**src/rtl/sram_arb_pkg.sv**
```systemverilog
// Shared types for controllers that put a single-port SRAM macro behind an arbiter.
package sram_arb_pkg;

  localparam int unsigned WORD_SIZE_DEF = 8;
  localparam int unsigned NUM_WORDS_DEF = 16;
  localparam int unsigned ADDR_W_DEF    = $clog2(NUM_WORDS_DEF);

  typedef enum logic {
    INIT,
    RUN
  } state_t;

  // Tag carried alongside an SRAM access until its read data returns
  typedef struct packed {
    logic is_read;
    logic id;
  } tag_t;

  typedef struct packed {
    logic                     we;
    logic [ADDR_W_DEF-1:0]    addr;
    logic [WORD_SIZE_DEF-1:0] wdata;
  } req_t;

endpackage

```
**src/rtl/sram_rr_arb.sv**
```systemverilog
// Two-way round-robin arbiter; the pointer only moves when a grant is issued.
module sram_rr_arb (
  input  logic       clk,
  input  logic       rstb,
  input  logic       en,
  input  logic [1:0] valid,
  output logic [1:0] grant
);

  logic last_q;

  // On contention the requester that was not granted last wins
  always_comb begin
    grant = 2'b00;
    if (en) begin
      if (valid == 2'b11) begin
        grant = last_q ? 2'b01 : 2'b10;
      end else begin
        grant = valid;
      end
    end
  end

  always_ff @(posedge clk) begin
    if (!rstb) begin
      last_q <= 1'b1;
    end else if (|grant) begin
      last_q <= grant[1];
    end
  end

endmodule

```
**src/rtl/sram_port_arbiter.sv**
```systemverilog
// Shares one single-port SRAM macro between two requesters with registered macro pins.
// Define SRAM_ARB_INIT_EN to zero-fill the array after reset before accepting requests.
module sram_port_arbiter
  import sram_arb_pkg::*;
#(
  parameter  int unsigned WORD_SIZE = WORD_SIZE_DEF,
  parameter  int unsigned NUM_WORDS = NUM_WORDS_DEF,
  localparam int unsigned ADDR_W    = $clog2(NUM_WORDS)
) (
  input  logic                 clk0,
  input  logic                 rstb0,
  input  logic                 req0_valid,
  output logic                 req0_ready,
  input  logic                 req0_we,
  input  logic [ADDR_W-1:0]    req0_addr,
  input  logic [WORD_SIZE-1:0] req0_wdata,
  input  logic                 req1_valid,
  output logic                 req1_ready,
  input  logic                 req1_we,
  input  logic [ADDR_W-1:0]    req1_addr,
  input  logic [WORD_SIZE-1:0] req1_wdata,
  output logic                 rsp0_valid,
  output logic [WORD_SIZE-1:0] rsp0_rdata,
  output logic                 rsp1_valid,
  output logic [WORD_SIZE-1:0] rsp1_rdata,
  output logic                 sram_csb0,
  output logic                 sram_web0,
  output logic [ADDR_W-1:0]    sram_addr0,
  output logic [WORD_SIZE-1:0] sram_din0,
  input  logic [WORD_SIZE-1:0] sram_dout0,
  output logic                 init_done
);

`ifdef SRAM_ARB_INIT_EN
  localparam state_t RESET_STATE = INIT;
  logic [ADDR_W-1:0] init_addr_q, init_addr_d;
`else
  localparam state_t RESET_STATE = RUN;
`endif

  state_t               state_q, state_d;
  logic [1:0]           grant;
  logic                 accept;
  logic                 sel;
  logic                 sel_we;
  logic [ADDR_W-1:0]    sel_addr;
  logic [WORD_SIZE-1:0] sel_wdata;
  logic                 csb_d, web_d, done_d;
  logic [ADDR_W-1:0]    addr_d;
  logic [WORD_SIZE-1:0] din_d;
  tag_t                 tag_d, pipe1_q, pipe2_q;

  sram_rr_arb u_arb (
    .clk   (clk0),
    .rstb  (rstb0),
    .en    (state_q == RUN),
    .valid ({req1_valid, req0_valid}),
    .grant (grant)
  );

  assign req0_ready = grant[0];
  assign req1_ready = grant[1];
  assign accept     = |grant;
  assign sel        = grant[1];
  assign sel_we     = sel ? req1_we    : req0_we;
  assign sel_addr   = sel ? req1_addr  : req0_addr;
  assign sel_wdata  = sel ? req1_wdata : req0_wdata;

  // Next state and next values of the registered macro pins
  always_comb begin
    state_d = state_q;
    csb_d   = 1'b1;
    web_d   = 1'b1;
    addr_d  = '0;
    din_d   = '0;
    tag_d   = '0;
`ifdef SRAM_ARB_INIT_EN
    init_addr_d = init_addr_q;
`endif
    case (state_q)
      INIT: begin
`ifdef SRAM_ARB_INIT_EN
        csb_d       = 1'b0;
        web_d       = 1'b0;
        addr_d      = init_addr_q;
        init_addr_d = init_addr_q + ADDR_W'(1);
        if (init_addr_q == ADDR_W'(NUM_WORDS - 1)) begin
          state_d = RUN;
        end
`else
        state_d = RUN;
`endif
      end
      RUN: begin
        if (accept) begin
          csb_d         = 1'b0;
          web_d         = ~sel_we;
          addr_d        = sel_addr;
          din_d         = sel_wdata;
          tag_d.is_read = ~sel_we;
          tag_d.id      = sel;
        end
      end
    endcase
    done_d = (state_d == RUN);
  end

  always_ff @(posedge clk0) begin
    if (!rstb0) begin
      state_q <= RESET_STATE;
    end else begin
      state_q <= state_d;
    end
  end

`ifdef SRAM_ARB_INIT_EN
  always_ff @(posedge clk0) begin
    if (!rstb0) begin
      init_addr_q <= '0;
    end else begin
      init_addr_q <= init_addr_d;
    end
  end
`endif

  // Macro pins, two-stage read tag pipe and response capture at the tag's third edge
  always_ff @(posedge clk0) begin
    if (!rstb0) begin
      sram_csb0  <= 1'b1;
      sram_web0  <= 1'b1;
      sram_addr0 <= '0;
      sram_din0  <= '0;
      pipe1_q    <= '0;
      pipe2_q    <= '0;
      rsp0_valid <= 1'b0;
      rsp1_valid <= 1'b0;
      rsp0_rdata <= '0;
      rsp1_rdata <= '0;
      init_done  <= (RESET_STATE == RUN);
    end else begin
      sram_csb0  <= csb_d;
      sram_web0  <= web_d;
      sram_addr0 <= addr_d;
      sram_din0  <= din_d;
      pipe1_q    <= tag_d;
      pipe2_q    <= pipe1_q;
      init_done  <= done_d;
      rsp0_valid <= 1'b0;
      rsp1_valid <= 1'b0;
      if (pipe2_q.is_read) begin
        if (pipe2_q.id) begin
          rsp1_valid <= 1'b1;
          rsp1_rdata <= sram_dout0;
        end else begin
          rsp0_valid <= 1'b1;
          rsp0_rdata <= sram_dout0;
        end
      end
    end
  end

endmodule

```
**config.mk**
```make
export PLATFORM = sky130hd
export DESIGN_NAME = sram_port_arbiter
export DESIGN_NICKNAME = d
export VERILOG_FILES = /design/src/rtl/sram_arb_pkg.sv /design/src/rtl/sram_rr_arb.sv /design/src/rtl/sram_port_arbiter.sv
export SDC_FILE = /design/constraint.sdc
export NUM_CORES = 1
export LEC_CHECK = 0
export BUFFER_PORTS_ARGS = -buffer_cell sky130_fd_sc_hd__buf_2
export CAP_MARGIN = 15
export CORE_AREA = 4 4 62 64
export CTS_CLUSTER_DIAMETER = 200
export DETAILED_ROUTE_END_ITERATION = 8
export DIE_AREA = 0 0 66 68
export PLACE_DENSITY_LB_ADDON = 0.15
export SYNTH_ARGS = -nofsm -noshare
export SYNTH_HDL_FRONTEND = slang
export SYNTH_SLANG_ARGS = --single-unit
```
**constraint.sdc**
```tcl
create_clock -name clk0 -period 1.2 [get_ports clk0]
set_input_delay 0.18 -clock clk0 [delete_from_list [all_inputs] [get_ports clk0]]
set_output_delay 0.18 -clock clk0 [all_outputs]
set_load 0.05 [all_outputs]
```
Word level (Yosys, flattened, before mapping)
Index checks and enable logic that the tools add are counted.
- equal/unequal tests: 1
- muxes and demuxes: 8
- bitwise operators: 2
- reductions and logical operators: 5
- operators by type and width (operator ; count):
    $mux W8 ; 1
    $reduce_and A2 Y1 ; 4
    $mux W1 ; 4
    $mux W2 ; 2
    $mux W4 ; 1
    $eq A2 B2 Y1 const B ; 1
    $not A1 Y1 ; 2
    $reduce_or A2 Y1 ; 1
- flip-flop bits (word level): 37
- input port bits: 38
- output and inout port bits: 35
- logic and storage cells: 29

Depth between registers and ports, before layout
- depth in word-level cells: 4
- gate-level depth with buffers: 5
- mapped depth without buffers: 4

Hierarchy
From an unflattened synthesis, not the netlist that was laid out.
- cell total of the unflattened synthesis: 145
- area total of the unflattened synthesis: 1446.4 um^2
- modules (own cells, without submodules) (module ; instances ; cells each ; area each (um^2) ; seq. area each (um^2)):
    sram_port_arbiter ; 1 ; 137 ; 1390.1 ; 720.7
    sram_rr_arb ; 1 ; 8 ; 56.3 ; 20.0

Worst setup path after synthesis
Ideal clock, no wire load.
- path type: flip-flop to flip-flop
- start point: register u_arb.last_q
- end point: register sram_web0
- data arrival time: 0.934 ns
- required time: 1.053 ns
- path slack: 0.119 ns
- cell stages (with the launch flop): 5
- path buffers: 0
- cells stage by stage: dfxtp_1 -> nand2_1 -> nand2_2 -> inv_1 -> a32oi_1
- longest elaborated chain between the ends: 4
- elaborated cells on any way between the ends: 6
- RTL lines (item ; RTL line ; RTL):
    start: declaration ; sram_rr_arb.sv:10 ; logic last_q;
    start signal: assignment ; sram_rr_arb.sv:28 ; last_q <= grant[1];
    $mux W2 (*) ; sram_rr_arb.sv:17 ; grant = last_q ? 2'b01 : 2'b10;
    $mux W2 (*) ; sram_rr_arb.sv:16 ; if (valid == 2'b11) begin
    named net req1_ready ; sram_port_arbiter.sv:18 ; output logic req1_ready,
    $reduce_or A2 Y1 / $mux W1 (equally long branches) ; sram_port_arbiter.sv:63, sram_port_arbiter.sv:65 ;
    $reduce_and A2 Y1 (no line) / $not A1 Y1 (equally long branches) ; -- ;
    end signal: assignment ; sram_port_arbiter.sv:142 ; sram_web0 <= web_d;
    end: declaration ; sram_port_arbiter.sv:27 ; output logic sram_web0,
Mark *: on every way through the listed nets, which the timed path passes. The rest lies on a longest branch.
A chain may end at the register's enable or synchronous reset.

Worst setup path in the final report
- start point: register u_arb.last_q
- end point: output req0_ready
- longest elaborated chain between the ends: 2
- RTL lines (item ; RTL line ; RTL):
    $mux W2 ; sram_rr_arb.sv:17 ;
    $mux W2 ; sram_rr_arb.sv:16 ;
    end: declaration ; sram_port_arbiter.sv:13 ; output logic req0_ready,
No other way between the ends.

==> metrics.md <==
| Metric | Value |
|---|---|
| Startpoint types | flip-flop |
| Synth area leaders | dfxtp_1 (53%), nand2_1 (11%), o22ai_1 (5.4%) |
| CTS hold repair buffers | 0 |
| Critical path class | reg2out |
| Filler Cell Count | 311 |
| CP peak stage delay | 0.34 ns |
| DR DRC count | 0 |
| Worst min path class | in2reg |
| Antenna violations before repair | 0 |
| Synth area leader | dfxtp_1 |
| Most frequent cells after synthesis | nand2_1 (42), dfxtp_1 (37), o22ai_1 (12), nand2_2 (11) |
| Yosys cell types | 24 |
| Final hold viol count | 0 |
| Root Driver | clkbuf_4 |
| First-iteration detailed-routing DRC count | 58 |
| Syn. warnings | 0 |
| Critical path, cell by cell | nand2b_4 -> nand2_4 -> inv_4 -> buf_8 |
| Most numerous cell in the Yosys netlist | nand2_1 |
| Seq/Total Area, Yosys | 0.530 |
| Post-synthesis register bit count | 37 |
| Clock sinks | 37 |
| Primary FF master, synth | dfxtp_1 |
| Layout cells sized above 1 | 0.476 |
| Worst slack, placed | 0.176 ns |
| Hold_sp | req1_we |
| Worst r2r dst | sram_din0[4] |
| CTS buffer count | 5 |
| CTS tree | yes |
| Routed via count | 1,277 |
| MaxCap Viol Count | 0 |
| Crit. End Element | primary output |
| Mapped Area | 1400 um^2 |
| Clock-pin transition on the worst setup and hold timing paths | 0.10 ns |
| Hold EP | sram_web0 |
| GP Congestion | 0.725 |
| Synthesized area per cell | 8.96 um^2 |
| WL final | between 3 and 4 mm |
| P&R area growth vs syn | 33.5% |
| FF-to-FF path depth | 5 |
| Antenna Cells | 0 |
| Min Hold Slack | 0.0752 ns |
| Skew-Pair Late Insertion Delay | 0.33 ns |
| Die height | 68 um |
| Worst VDD drop | about 0.62 mV |
| # H-tree levels | 2 |
| Vias in the first global route | 1,303 |
| DRT Pass-1 Iters | 4 |
| Leak Pwr | 0.871 nW |
| Buffers & Inverters on Critical Path | 2 |
| Failing checks | setup timing |
| Post-synth EDFFs | 0 |
| Asr flop ratio synth | 0 |
| Pin count of the biggest net entering global routing | 19 |
| Horiz. Die Dim | approximately 66 um |
| Final nets | 268 |
| Global-route wire length before repair | 5.36 mm |
| Wirelength per Cell | 11.9 um |
| Status | finished, violations left |
| Starting density of the core | 0.426 |
| Hpwl dp | 2.51 mm |
| Rows | 21 |
| Port buffer count | 71 |
| Final Power | 0.00238 W |
| Number of routed nets with antenna violations | 0 |
| Top delay family on crit path | flip-flops |
| IO Pins | 73 |
| Final Skew | ~0.0054 ns |
| Syn nets | between 150 and 200 |
| Final setup fails | 2 |
| Fmax | around 810 MHz |
| CTS max path bufs | 2 |
| Max Slew Vio Count | 0 |
| Max Fanout on Critical Path | 3 |
| RSZ-0062 raised after global routing | true |
| Reg2reg start | u_arb.last_q |
| Fin crit share | 1.03 |
| GR Util All Layers | 0.160 |
| DIE AREA | roughly 4500 um^2 |
| Slowest CP cell | dfxtp_2 |
| Cell count after synthesis | 156 |
| Crit path time final | 1.23 ns |
| Setup WS post-layout | -0.0335 ns |
| R2R Setup Slk | ~0.1 ns |
| Share of the synthesized area in the top cell type | 0.530 |
| Via density | 4.61 |
| Crit path required time | 1.02 ns |
| PD cells | 1270 nW/um^2 |
| Total core area | around 3300 um^2 |
| Worst EP arrival | 1.05 ns |
| WHS Path Cells | 2 |
| GRT overflow | 0 |
metal layers:
layer | vias to the layer above | part of all wire | global-route usage
li1 | 659 | - | -
met5 | - | 0 | 0
met1 | 564 | 0.35 | 0.140
met4 | 0 | 0.017 | 0.0761
met3 | 7 | 0.083 | 0.0509
met2 | 47 | 0.55 | 0.324
metrics by stage:
stage / utilization / cell area, um^2 / cells / setup TNS (ns)
3_3_place_gp: 0.539 / 1770 / 268 / 0
4_1_cts: 0.565 / 1860 / 276 / -0.0933
3_5_place_dp: 0.539 / 1770 / 268 / 0
5_1_grt: 0.568 / 1870 / 277 / -0.156
6_report: 0.568 / 1870 / 277 / -0.0619
2_1_floorplan: - / 1400 / 156 / 0
cell families (layout without fill, tap and decap cells):
| group | Yosys count | in the layout | synth area share |
|---|---|---|---|
| AOI/OAI and AO/OA | 32 | 32 | 0.158 |
| buffers and inverters | 15 | 90 | 0.0743 |
| DFF | 37 | 37 | 0.530 |
| other | 1 | 1 | 0.00268 |
| and+or+nand+nor | 71 | 71 | 0.235 |
what timing repair did:
action	in CTS	in global routing
pin swaps	1	0
cloned	0	0
setup buffers	0	1
endpoints found under the setup margin	2	3
resized for setup	12	1
power by group:
group          switching, W  leakage (nW)  internal, W
sequential        0.0000173         0.302      0.00128
combinational      0.000321         0.543     0.000152
clock              0.000374        0.0265     0.000234
total              0.000712         0.871      0.00166
flip-flops by register name (all words and copies together) (netlist names):
name / cells
sram_din0: 8
rsp1_valid: 1
sram_web0: 1
rsp1_rdata: 8
pipe1_q: 2
u_arb.last_q: 1
sram_addr0: 4
sram_csb0: 1
rsp0_rdata: 8
pipe2_q: 2
rsp0_valid: 1
layout make-up:
cell class                      instances  area, um^2  share of cell area
Tap cell                               46        57.6              0.0309
Sequential cell                        37         742               0.398
Inverter                                3        13.8             0.00738
Timing Repair Buffer                   79         438               0.235
Multi-Input combinational cell        104         566               0.303
Clock buffer                            8        48.8              0.0262
how the worst max path moves through the flow:
stage | from | cells after the start | end
3_3_place_gp | u_arb.last_q | 4 | req0_ready
5_1_grt | u_arb.last_q | 4 | req1_ready
3_5_place_dp | u_arb.last_q | 4 | req0_ready
4_1_cts | u_arb.last_q | 4 | req0_ready
2_1_floorplan | u_arb.last_q | 4 | sram_web0
6_report | u_arb.last_q | 4 | req0_ready
layout by cell type, fill, tap and decap left out, drive strengths merged, types with 2 or more instances in the layout:
cell / count
clkbuf: 9
dfxtp: 37
o22ai: 12
o21ai: 2
nand2b: 3
nor2: 3
nand3: 8
buf: 78
inv: 3
a21oi: 16
nand2: 53
and2: 3
worst reg2reg max path: stages (launching register included):
cell,delay [ns]
dfxtp_2,0.35
nand2b_4,0.13
nand2_4,0.05
buf_4,0.13
buf_4,0.17
o22ai_1,0.19
(Power assumes the default switching activity.)
